File: src/rtl/matrix_row_streamer.sv
// Streams every row of a latency-fixed matrix read port through a small credit-managed FIFO.
// Issue is gated by credits so a returning row always has a FIFO slot waiting for it.
module matrix_row_streamer #(
  parameter  int NUM_ROWS       = 3,
  parameter  int NUM_COLS       = 5,
  parameter  int SCALAR_BITS    = 32,
  parameter  int MEMORY_LATENCY = 2,
  localparam int ROW_ADDR_WIDTH = (NUM_ROWS > 1) ? $clog2(NUM_ROWS) : 1,
  localparam int ROW_SIZE       = NUM_COLS * SCALAR_BITS
) (
  input  logic                      clk,
  input  logic                      rst,
  input  logic                      start,
  output logic                      busy,
  output logic                      done,
  output logic [ROW_ADDR_WIDTH-1:0] row_addr,
  output logic                      row_addr_ready,
  input  logic                      row_valid,
  input  logic [ROW_SIZE-1:0]       row_in,
  output logic                      out_valid,
  input  logic                      out_ready,
  output logic [ROW_SIZE-1:0]       out_data,
  output logic [ROW_ADDR_WIDTH-1:0] out_row_idx,
  output logic                      out_last,
  output logic                      overflow_err
);

  localparam int FIFO_DEPTH = MEMORY_LATENCY + 2;
  localparam int CRD_W      = $clog2(FIFO_DEPTH + 1);
  localparam int OCNT_W     = $clog2(NUM_ROWS + 1);
  localparam int ENTRY_W    = ROW_SIZE + ROW_ADDR_WIDTH;

  localparam logic [CRD_W-1:0]          CRD_MAX   = CRD_W'(FIFO_DEPTH);
  localparam logic [CRD_W-1:0]          CRD_ONE   = CRD_W'(1);
  localparam logic [CRD_W-1:0]          CRD_ZERO  = CRD_W'(0);
  localparam logic [ROW_ADDR_WIDTH-1:0] LAST_ROW  = ROW_ADDR_WIDTH'(NUM_ROWS - 1);
  localparam logic [ROW_ADDR_WIDTH-1:0] ADDR_ONE  = ROW_ADDR_WIDTH'(1);
  localparam logic [ROW_ADDR_WIDTH-1:0] ADDR_ZERO = ROW_ADDR_WIDTH'(0);
  localparam logic [OCNT_W-1:0]         OCNT_ALL  = OCNT_W'(NUM_ROWS);
  localparam logic [OCNT_W-1:0]         OCNT_ONE  = OCNT_W'(1);
  localparam logic [OCNT_W-1:0]         OCNT_ZERO = OCNT_W'(0);

  typedef enum logic [1:0] {
    S_IDLE  = 2'd0,
    S_ISSUE = 2'd1,
    S_DRAIN = 2'd2,
    S_DONE  = 2'd3
  } state_t;

  state_t                      state_q, state_d;
  logic [ROW_ADDR_WIDTH-1:0]   issue_cnt_q, issue_cnt_d;
  logic [ROW_ADDR_WIDTH-1:0]   ret_cnt_q, ret_cnt_d;
  logic [OCNT_W-1:0]           out_cnt_q, out_cnt_d;
  logic [CRD_W-1:0]            credit_q, credit_d;
  logic [CRD_W-1:0]            count_q, count_d;
  logic [ENTRY_W-1:0]          fifo_q [FIFO_DEPTH];
  logic [ENTRY_W-1:0]          fifo_d [FIFO_DEPTH];
  logic                        out_valid_q, out_valid_d;
  logic                        out_last_q, out_last_d;
  logic                        row_addr_ready_q, row_addr_ready_d;
  logic [ROW_ADDR_WIDTH-1:0]   row_addr_q, row_addr_d;
  logic                        busy_q, busy_d;
  logic                        done_q, done_d;
  logic                        overflow_q, overflow_d;

  logic                        issue_s, pop_s, push_s, full_s, accept_s;
  logic [CRD_W-1:0]            wr_idx_s;
  logic [ENTRY_W-1:0]          entry_s;

  assign issue_s  = row_addr_ready_q;
  assign pop_s    = out_valid_q & out_ready;
  assign full_s   = (count_q == CRD_MAX);
  assign accept_s = start & (state_q == S_IDLE);
  assign push_s   = row_valid & (state_q != S_IDLE) & ~full_s;
  assign entry_s  = {row_in, ret_cnt_q};

  // State register and all datapath flops
  always_ff @(posedge clk or negedge rst) begin
    if (!rst) begin
      state_q          <= S_IDLE;
      issue_cnt_q      <= ADDR_ZERO;
      ret_cnt_q        <= ADDR_ZERO;
      out_cnt_q        <= OCNT_ZERO;
      credit_q         <= CRD_MAX;
      count_q          <= CRD_ZERO;
      for (int i = 0; i < FIFO_DEPTH; i++) fifo_q[i] <= {ENTRY_W{1'b0}};
      out_valid_q      <= 1'b0;
      out_last_q       <= 1'b0;
      row_addr_ready_q <= 1'b0;
      row_addr_q       <= ADDR_ZERO;
      busy_q           <= 1'b0;
      done_q           <= 1'b0;
      overflow_q       <= 1'b0;
    end else begin
      state_q          <= state_d;
      issue_cnt_q      <= issue_cnt_d;
      ret_cnt_q        <= ret_cnt_d;
      out_cnt_q        <= out_cnt_d;
      credit_q         <= credit_d;
      count_q          <= count_d;
      fifo_q           <= fifo_d;
      out_valid_q      <= out_valid_d;
      out_last_q       <= out_last_d;
      row_addr_ready_q <= row_addr_ready_d;
      row_addr_q       <= row_addr_d;
      busy_q           <= busy_d;
      done_q           <= done_d;
      overflow_q       <= overflow_d;
    end
  end

  // Next-state logic; DRAIN looks at the next output count so done lands right after the last handshake
  always_comb begin
    state_d = state_q;
    case (state_q)
      S_IDLE:  state_d = start ? S_ISSUE : S_IDLE;
      S_ISSUE: state_d = (issue_s && (issue_cnt_q == LAST_ROW)) ? S_DRAIN : S_ISSUE;
      S_DRAIN: state_d = (out_cnt_d == OCNT_ALL) ? S_DONE : S_DRAIN;
      S_DONE:  state_d = S_IDLE;
      default: state_d = S_IDLE;
    endcase
  end

  // Output decode, computed from next-state values so every port comes straight from a flop
  always_comb begin
    busy_d           = (state_d != S_IDLE);
    done_d           = (state_d == S_DONE);
    row_addr_ready_d = (state_d == S_ISSUE) && (credit_d != CRD_ZERO);
    row_addr_d       = issue_cnt_d;
  end

  // Pass counters and issue credits
  always_comb begin
    issue_cnt_d = issue_cnt_q;
    ret_cnt_d   = ret_cnt_q;
    out_cnt_d   = out_cnt_q;
    if (accept_s) begin
      issue_cnt_d = ADDR_ZERO;
      ret_cnt_d   = ADDR_ZERO;
      out_cnt_d   = OCNT_ZERO;
    end else begin
      issue_cnt_d = (issue_s && (issue_cnt_q != LAST_ROW)) ? issue_cnt_q + ADDR_ONE : issue_cnt_q;
      ret_cnt_d   = (push_s && (ret_cnt_q != LAST_ROW)) ? ret_cnt_q + ADDR_ONE : ret_cnt_q;
      out_cnt_d   = (pop_s && (out_cnt_q != OCNT_ALL)) ? out_cnt_q + OCNT_ONE : out_cnt_q;
    end
    credit_d = credit_q;
    if (issue_s && !pop_s && (credit_q != CRD_ZERO)) begin
      credit_d = credit_q - CRD_ONE;
    end else if (pop_s && !issue_s && (credit_q != CRD_MAX)) begin
      credit_d = credit_q + CRD_ONE;
    end else begin
      credit_d = credit_q;
    end
  end

  // Shift-register FIFO: entry 0 is the output register, a push lands behind the surviving entries
  always_comb begin
    fifo_d   = fifo_q;
    wr_idx_s = pop_s ? (count_q - CRD_ONE) : count_q;
    for (int i = 0; i < FIFO_DEPTH - 1; i++) begin
      fifo_d[i] = pop_s ? fifo_q[i+1] : fifo_q[i];
    end
    for (int i = 0; i < FIFO_DEPTH; i++) begin
      fifo_d[i] = (push_s && (wr_idx_s == CRD_W'(i))) ? entry_s : fifo_d[i];
    end
    case ({push_s, pop_s})
      2'b10:   count_d = count_q + CRD_ONE;
      2'b01:   count_d = count_q - CRD_ONE;
      default: count_d = count_q;
    endcase
    out_valid_d = (count_d != CRD_ZERO);
    out_last_d  = (count_d != CRD_ZERO) && (fifo_d[0][ROW_ADDR_WIDTH-1:0] == LAST_ROW);
    overflow_d  = overflow_q | (row_valid & ((state_q == S_IDLE) | full_s));
  end

  assign busy           = busy_q;
  assign done           = done_q;
  assign row_addr       = row_addr_q;
  assign row_addr_ready = row_addr_ready_q;
  assign out_valid      = out_valid_q;
  assign out_data       = fifo_q[0][ENTRY_W-1:ROW_ADDR_WIDTH];
  assign out_row_idx    = fifo_q[0][ROW_ADDR_WIDTH-1:0];
  assign out_last       = out_last_q;
  assign overflow_err   = overflow_q;

endmodule

File: config.mk
export PLATFORM = sky130hd
export DESIGN_NAME = matrix_row_streamer
export DESIGN_NICKNAME = d
export VERILOG_FILES = /design/src/rtl/matrix_row_streamer.sv
export SDC_FILE = /design/constraint.sdc
export NUM_CORES = 1
export LEC_CHECK = 0
export ABC_AREA = 1
export CAP_MARGIN = 20
export CORE_MARGIN = 4
export CORE_UTILIZATION = 40
export CTS_BUF_LIST = sky130_fd_sc_hd__clkbuf_8
export CTS_CLUSTER_SIZE = 40
export DETAILED_ROUTE_END_ITERATION = 10
export REMOVE_ABC_BUFFERS = 1
export SLEW_MARGIN = 20
export SYNTH_ARGS = -nofsm -noshare
export SYNTH_HDL_FRONTEND = slang
export SYNTH_SLANG_ARGS = --single-unit
File: constraint.sdc
create_clock -name clk -period 3.3 [get_ports clk]
set_clock_uncertainty 0.15 [all_clocks]
set_input_delay 0.66 -clock clk [delete_from_list [all_inputs] [get_ports clk]]
set_output_delay 0.66 -clock clk [all_outputs]
set_load 0.01 [all_outputs]
Yosys cells after proc, flatten, opt, wreduce, memory -nomap -nowiden
Cells that the tools add are included.

Add/sub/neg operators: 7. Equal/unequal tests: 18. Multiplexer cells: 20. Bitwise gates (word level): 8. Reductions and logical operators: 28.

Operators with widths (number): two-way mux 162 bit (6); equality test 2 bit, second input constant (7); logical AND 1 bit (14); two-way mux 2 bit (7); nonzero test 2 bit (7); two-way mux 3 bit (3); nonzero test 3 bit (3); one-hot mux 2 bit (4 select lines) (1); adder 2 x 1 -> 2 bit, second input constant (3); adder 3 x 1 -> 3 bit, second input constant (2); equality test 2 x 1 -> 1 bit, second input constant (3); equality test 3 x 2 -> 1 bit, second input constant (2); inequality test 2 bit, second input constant (3); one-hot mux 3 bit (2 select lines) (1); subtractor 3 x 1 -> 3 bit, second input constant (2); bitwise AND 1 bit (5); equality test 3 x 1 -> 1 bit, second input constant (1); equality test 3 bit, second input constant (1); logical NOT 3 bit (1); inequality test 3 bit, second input constant (1); logical NOT 1 bit (2); logical NOT 2 bit (1); two-way mux 1 bit (2); bitwise OR 1 bit (2); inverter 1 bit (1).

Register bits: 668. Output and inout port bits: 170.

Longest topological paths before layout
Gate-level depths: netlist of run 1.

Depth after elaboration: 9. Depth in mapped cells: 14. Mapped depth without buffers: 12.

Worst setup path after synthesis of run 1
No wires, ideal clock.

Path kind: input to register. Start: in out_ready. End: reg out_last_q, in the netlist out_last. Arrival time: 2.149 ns. Data required time: 3.078 ns. Setup slack: 0.929 ns. Cell stages on the path: 11. Cell sequence: nand2_4 -> buf_2 -> clkbuf_1 -> clkbuf_1 -> ha_1 -> nand3_1 -> nand3_1 -> nand2_1 -> nand2_1 -> nand3_1 -> nor2_1.

Elaborated cells on any way between the ends: 12. Those cells by class: eq/ne: 3; mux: 4; bitwise: 1; reduce/logical: 4.

RTL lines: start: declaration (line 21) `input logic out_ready,`; bitwise AND 1 bit (*) (line 71) `assign pop_s = out_valid_q & out_ready;`; equality test 2 x 1 -> 1 bit / equality test 2 bit (equally long branches) (line 166) `case ({push_s, pop_s})`; one-hot mux 3 bit (2 select lines) (*) (line 166); nonzero test 3 bit (*); net out_valid_d (line 58) `logic out_valid_q, out_valid_d;`; logical AND 1 bit (*) (line 172) `out_last_d = (count_d != CRD_ZERO) && (fifo_d[0][ROW_ADDR_WIDTH-1:0] == LAST_ROW);`; net out_last_d (line 59) `logic out_last_q, out_last_d;`; end signal: assignment (line 103) `out_last_q <= out_last_d;`; end: declaration (line 59).

Mark *: on every way through the listed nets, which the timed path passes. The rest lies on a longest branch. The select of a mux whose other input is x is not followed. A chain may end at the register's enable or synchronous reset.

Worst setup path after layout of run 1
Start: reg out_valid_q, in the netlist out_valid. End: out out_valid.

RTL lines: start: declaration (line 58); start signal: assignment (line 102) `out_valid_q <= out_valid_d;`; end: declaration (line 20) `output logic out_valid,`.

No word-level cell between the ends.

==> results_dict.tcl, run 1 <==
set metrics [dict create \
    rows 104 \
    status "completed" \
    power_density_nw_per_um2 950 \
    clkLatencyLatePin_ps 720 \
    vias 28500 \
    worst_setup_path_start_kind "flop" \
    hold_class "reg2reg" \
    cp_top_family "buffers and inverters" \
    drive_gt1_frac 0.0737 \
    die_w_um 294 \
    ys.warnings.count 0 \
    crit_path_end_kind "primary output" \
    dp_cells 4923 \
    gp_congestion 0.765 \
    final.period_utilization 0.794 \
    grt_overflow_total 0 \
    clk_pin_slew_worst_paths_ps 60 \
    cts_sinks 668 \
    final_cell_count_no_fill 5133 \
    critPathRequiredTime_ps 2490 \
    crit_buf_inv 1 \
    whs_path_depth 1 \
    power.total_mw 36.6 \
    via_per_inst 5.55 \
    synth_seq_cells 668 \
    cp_num_cells 1 \
    finalInstanceArea_sq_um 38500 \
    avgSynthCellArea_sq_um 8.30 \
    synthFlopType "dfrtp_1" \
    synth_common_cells "nand3_1, dfrtp_1, nand2_1" \
    synth_cell_type_count 30 \
    fin_crit_ps 2620 \
    first_global_vias 28000 \
    cts_max_level 3 \
    port_buffers 334 \
    cts_setup_buffers 0 \
    synth_edf_count 0 \
    maxSlewViolCount 0 \
    fillers 7825 \
    yosysTopAreaCell "dfrtp_1" \
    maxCapViolations 0 \
    place_area_sq_um 36200 \
    first_iter_violations 2159 \
    setup_viol 0 \
    io_pins 335 \
    cp_slowest_cell "clkdlybuf4s50_1" \
    wl_per_cell_um 17.8 \
    critical_path_class "reg2out" \
    place_ws_ps 122 \
    crit_chain "clkdlybuf4s50_1" \
    synth_area_sq_um 32700 \
    dieArea_sq_um 86400 \
    cts.path.max_buffers 3 \
    synth_area_leaders "dfrtp_1, nand3_1, nand4_1, nand2_1, buf_4" \
    grt_pass1_wl_um 152000 \
    async_reset_ff_frac 1.00 \
    fin_ws_ps 681 \
    remaining_drc_errors 0 \
    antenna_found_initial 1 \
    ys_seq_area_frac 0.511 \
    core_area_sq_um 80800 \
    dr.pass1.iters 5 \
    final_nets 4157 \
    finalHoldViolCount 0 \
    maxSlewHeadroom 0.312 \
    yosysMostFrequentCell "nand3_1" \
    rsz0062_at_grt "no" \
    cellLeakagePower_nw 18.0 \
    start_util 0.405 \
    cp.arrival_ps 1810 \
    critPathMaxStageDelay_ps 600 \
    worst_pin_slew_ps 1030 \
    grt.total_usage 0.210 \
    ff2ff_path_depth 12 \
    wl_um 91500 \
    antenna_left 0 \
    cts_tree "built" \
    post_cts_resized 0 \
    areaGrowthSynthToFinish_pct 17.8 \
    cts_hold_buf 1 \
    die_h_um 294 \
    clockRootBuffer "clkbuf_8" \
    fmax_mhz 382 \
    ir_drop_mv 0.854 \
    grt_max_degree 176 \
    syn_inst 3939 \
    path_max_fanout 3 \
    yosysTopAreaCellShare 0.510 \
    cts_made_buffers 115 \
    hpwlAfterDp_um 54300 \
]
## where the power goes
| part | internal (mW) | total, mW | switching, mW | leakage [nW] |
|---|---|---|---|---|
| clock | 4.06 | 7.56 | 3.50 | 1.37 |
| combinational | 5.93 | 14.9 | 8.94 | 8.85 |
| sequential | 12.1 | 14.2 | 2.07 | 7.75 |
## layout by cell type (no fill, tap or decap), drive strengths merged, types with 2 or more instances in the layout
master	count
nor2	341
ha	11
dfrtp	667
clkdlybuf4s50	333
nand4	327
nand2	375
nand3	1307
buf	125
clkinv	7
inv	246
diode	3
and2	2
xor2	4
clkbuf	147
o21ai	7
a21oi	162
## flip-flops by register name (all words and copies together) (netlist names), 2 cells and up
register and cells:
count_q 3, credit_q 3, fifo_q 486, out_cnt_q 2, out_data 160, out_row_idx 2
ret_cnt_q 2, row_addr 2, state_q 2
## layout make-up
type / count / area [sq um] / share of cell area
antenna: 3 / 7.51 / 0.000195
clock buffer: 147 / 2020 / 0.0525
clock inverter: 59 / 299 / 0.00776
inverter: 196 / 753 / 0.0195
multi-input combinational: 2541 / 12500 / 0.323
sequential: 668 / 16700 / 0.434
tap: 1060 / 1330 / 0.0344
timing repair buffer: 459 / 4960 / 0.129
## metal layers
layer	global-route usage	wire length, um
met2	0.336	42800
met1	0.300	41600
met4	0.0523	1820
met3	0.0345	5260
met5	0	0
## path summary, 6_finish.rpt
check,from,endpoint,slack [ps]
max in group asynchronous,rst,fifo_q[459],1660
min reg2reg,overflow_err,overflow_err,310
min,overflow_err,overflow_err,310
max,out_valid,out_valid,680
max reg2reg,count_q[0],fifo_q[347],690
min in group asynchronous,rst,fifo_q[190],370
## metrics by stage
step,setup TNS (ps),utilization,hold WS [ps]
floorplan,-8685680,-,214
global placement,0,0.448,301
detailed placement,0,0.448,297
CTS,0,0.477,312
global route,0,0.477,328
finish,0,0.477,312
## cell families after synthesis
group                    after synthesis  share of synthesized area
adder cells (fa/ha/maj)               11                    0.00421
XOR/XNOR                               4                    0.00164
buffers and inverters                730                      0.110
flip-flops                           668                      0.511
AND/OR/NAND/NOR                     2354                      0.347
AO/OA/AOI/OAI                        172                     0.0265
No activity file was read; power rests on OpenSTA's default activity.
==> run 2: changes to the inputs <==
==> constraint.sdc (replaced) <==
create_clock -name clk -period 2.2 [get_ports clk]
set_clock_uncertainty 0.15 [all_clocks]
set_input_delay 0.44 -clock clk [delete_from_list [all_inputs] [get_ports clk]]
set_output_delay 0.44 -clock clk [all_outputs]
set_load 0.01 [all_outputs]
==> results_dict.tcl, run 2 (synthesized netlist as in run 1, its figures left out) <==
set metrics [dict create \
    clk_pin_slew_worst_paths_ps 60 \
    hold_class "in2async" \
    io_pins 335 \
    core_area_sq_um 80800 \
    p_comb_frac 0.422 \
    wl_per_cell_um 18.1 \
    grt_pass1_wl_um 154000 \
    dr.max_layer_used "met4" \
    reg2reg_to "fifo_q[289]" \
    first_global_vias 28300 \
    wl_met3_um 5360 \
    power.total_mw 56.6 \
    cp_common_cell "inv_2" \
    fin_crit_ps 2140 \
    vias 29100 \
    status "completed" \
    reg2reg_from "count_q[0]" \
    regToRegSetupSlack_ps 60 \
    holdWs_ps 219 \
    cp.arrival_ps 2560 \
    dieArea_sq_um 86400 \
    crit_path_end_kind "flop" \
    postLayoutCoreUtil 0.500 \
    final_nets 4326 \
    power_density_nw_per_um2 1400 \
    fillers 7787 \
    clockRootBuffer "clkbuf_8" \
    rows 104 \
    port_buffers 334 \
    cp_slowest_cell "dfrtp_1" \
    maxSlewViolCount 0 \
    timing.critical_path.from "count_q[0]" \
    finalHoldViolCount 0 \
    path_max_fanout 37 \
    endpoint "fifo_q[289]" \
    gp_congestion 0.788 \
    final_cell_count_no_fill 5297 \
    setup_viol 0 \
    crit_chain "inv_2, ha_4, inv_2, nand3_2, nand2_4, inv_2, nor2_4, nand3_4, buf_12, buf_12, nand3_1, nand3_1" \
    drive_gt1_frac 0.118 \
    die_w_um 294 \
    grt_max_degree 107 \
    worst_setup_path_start_kind "flop" \
    antenna_left 0 \
    worst_pin_slew_ps 907 \
    cts_max_level 3 \
    hpwlAfterDp_um 62300 \
    seqPwrFrac 0.375 \
    dr.pass1.iters 5 \
    cts.path.max_buffers 3 \
    met1Wirelength_um 44000 \
    grt_overflow_total 0 \
    p_sw_mw 22.4 \
    fmax_mhz 468 \
    rsz0062_at_grt "yes" \
    p_sw_frac 0.395 \
    wl_um 96000 \
    maxSlewHeadroom 0.393 \
    grt.total_usage 0.214 \
    p_clk_frac 0.204 \
    critical_path_class "reg2reg" \
    antenna_found_initial 2 \
    final_common_cell "nand3_1" \
    largest_reg_flops 486 \
    intPower_mw 34.3 \
    first_iter_violations 2296 \
    wl_met2_um 44400 \
    start_util 0.405 \
    die_h_um 294 \
    critPathRequiredTime_ps 2630 \
    ff2ff_path_depth 12 \
    regMostFlops "fifo_q" \
    cts_tree "built" \
    via_per_inst 5.49 \
    mostFrequentLayoutCells "nand3_1, dfrtp_1, nand2_1" \
    areaGrowthSynthToFinish_pct 23.6 \
    dp_cells 5069 \
    cts_sinks 668 \
    cellLeakagePower_nw 19.5 \
    remaining_drc_errors 0 \
    maxCapViolations 0 \
    critPathMaxStageDelay_ps 380 \
    cts_made_buffers 115 \
    final.period_utilization 0.971 \
    clkLatencyLatePin_ps 730 \
    ir_drop_mv 0.604 \
]
==> run 2: changes by cell type in the layout (fill, tap and decap cells not counted), moves of 4 or more <==
cell and change:
nor2_1 -4, dlygate4sd2_1 +170, buf_6 +15, nand3_1 -11, clkbuf_16 +9, buf_12 +31
inv_1 -11, clkdlybuf4s50_1 -170, nor2_2 +4, nand2_1 -4, buf_4 +109, nand3_2 +9
==> run 2: metrics by stage <==
step,TNS (ps),setup WS [ps],cell area [sq um]
2_1_floorplan,-9274210,-15810,29900
4_1_cts,0,5.35,40000
3_3_place_gp,-276410,-487,37700
5_1_grt,-2610,-55.9,40400
3_5_place_dp,-295000,-520,37700
6_report,0,64.7,40400
==> run 2: final cells by class <==
cell class | count | area [sq um] | area share
diodes | 2 | 5.00 | 0.000124
flip-flops and latches | 668 | 16700 | 0.413
clock inverters | 53 | 309 | 0.00764
repair buffers | 628 | 6680 | 0.165
inverters | 196 | 761 | 0.0188
clock buffers | 149 | 2050 | 0.0507
well taps | 1060 | 1330 | 0.0328
multi-input cells | 2541 | 12600 | 0.311
==> run 2: worst min-delay path by stage <==
stage / start / end / slack, ps / cells after the start
after detailed placement: rst / fifo_q[28] / 190 / 1
final: rst / out_data[43] / 220 / 3
after CTS: rst / out_data[43] / 140 / 3
after floorplan: rst / busy / -6 / 0
after global routing: rst / out_data[43] / 190 / 3
after global placement: rst / fifo_q[28] / 190 / 1
==> run 2: repair_timing <==
action	in CTS	in global routing
gates resized for setup	181	45
pin swaps	1	6
setup endpoints to repair	555	630
hold buffers	3	0
buffers inserted	4	8
endpoints found under the hold margin	523	0
cloned	0	9
==> run 2: power groups by stage <==
stage                     Clock [mW]  Sequential [mW]  Combinational, mW
final                           11.5             21.2               23.9
after global routing            12.4             21.9               26.6
after CTS                       11.8             21.2               23.5
after detailed placement           0             21.5               24.3
after global placement             0             21.4               23.9
after floorplan                    0             21.4               12.8
==> run 2: critical path: cells and delay by family, from the launching register on <==
kind                     cells  cell delay (ps)
buffers and inverters        5              580
flip-flops                   1              380
adder cells (fa/ha/maj)      1              210
AND/OR/NAND/NOR              6              680
==> run 2: per-layer routing <==
| metal | global-route usage | up-vias |
|---|---|---|
| met3 | 0.0343 | 164 |
| met1 | 0.308 | 14300 |
| met5 | 0 | - |
| li1 | - | 13900 |
| met4 | 0.0595 | 0 |
| met2 | 0.338 | 812 |
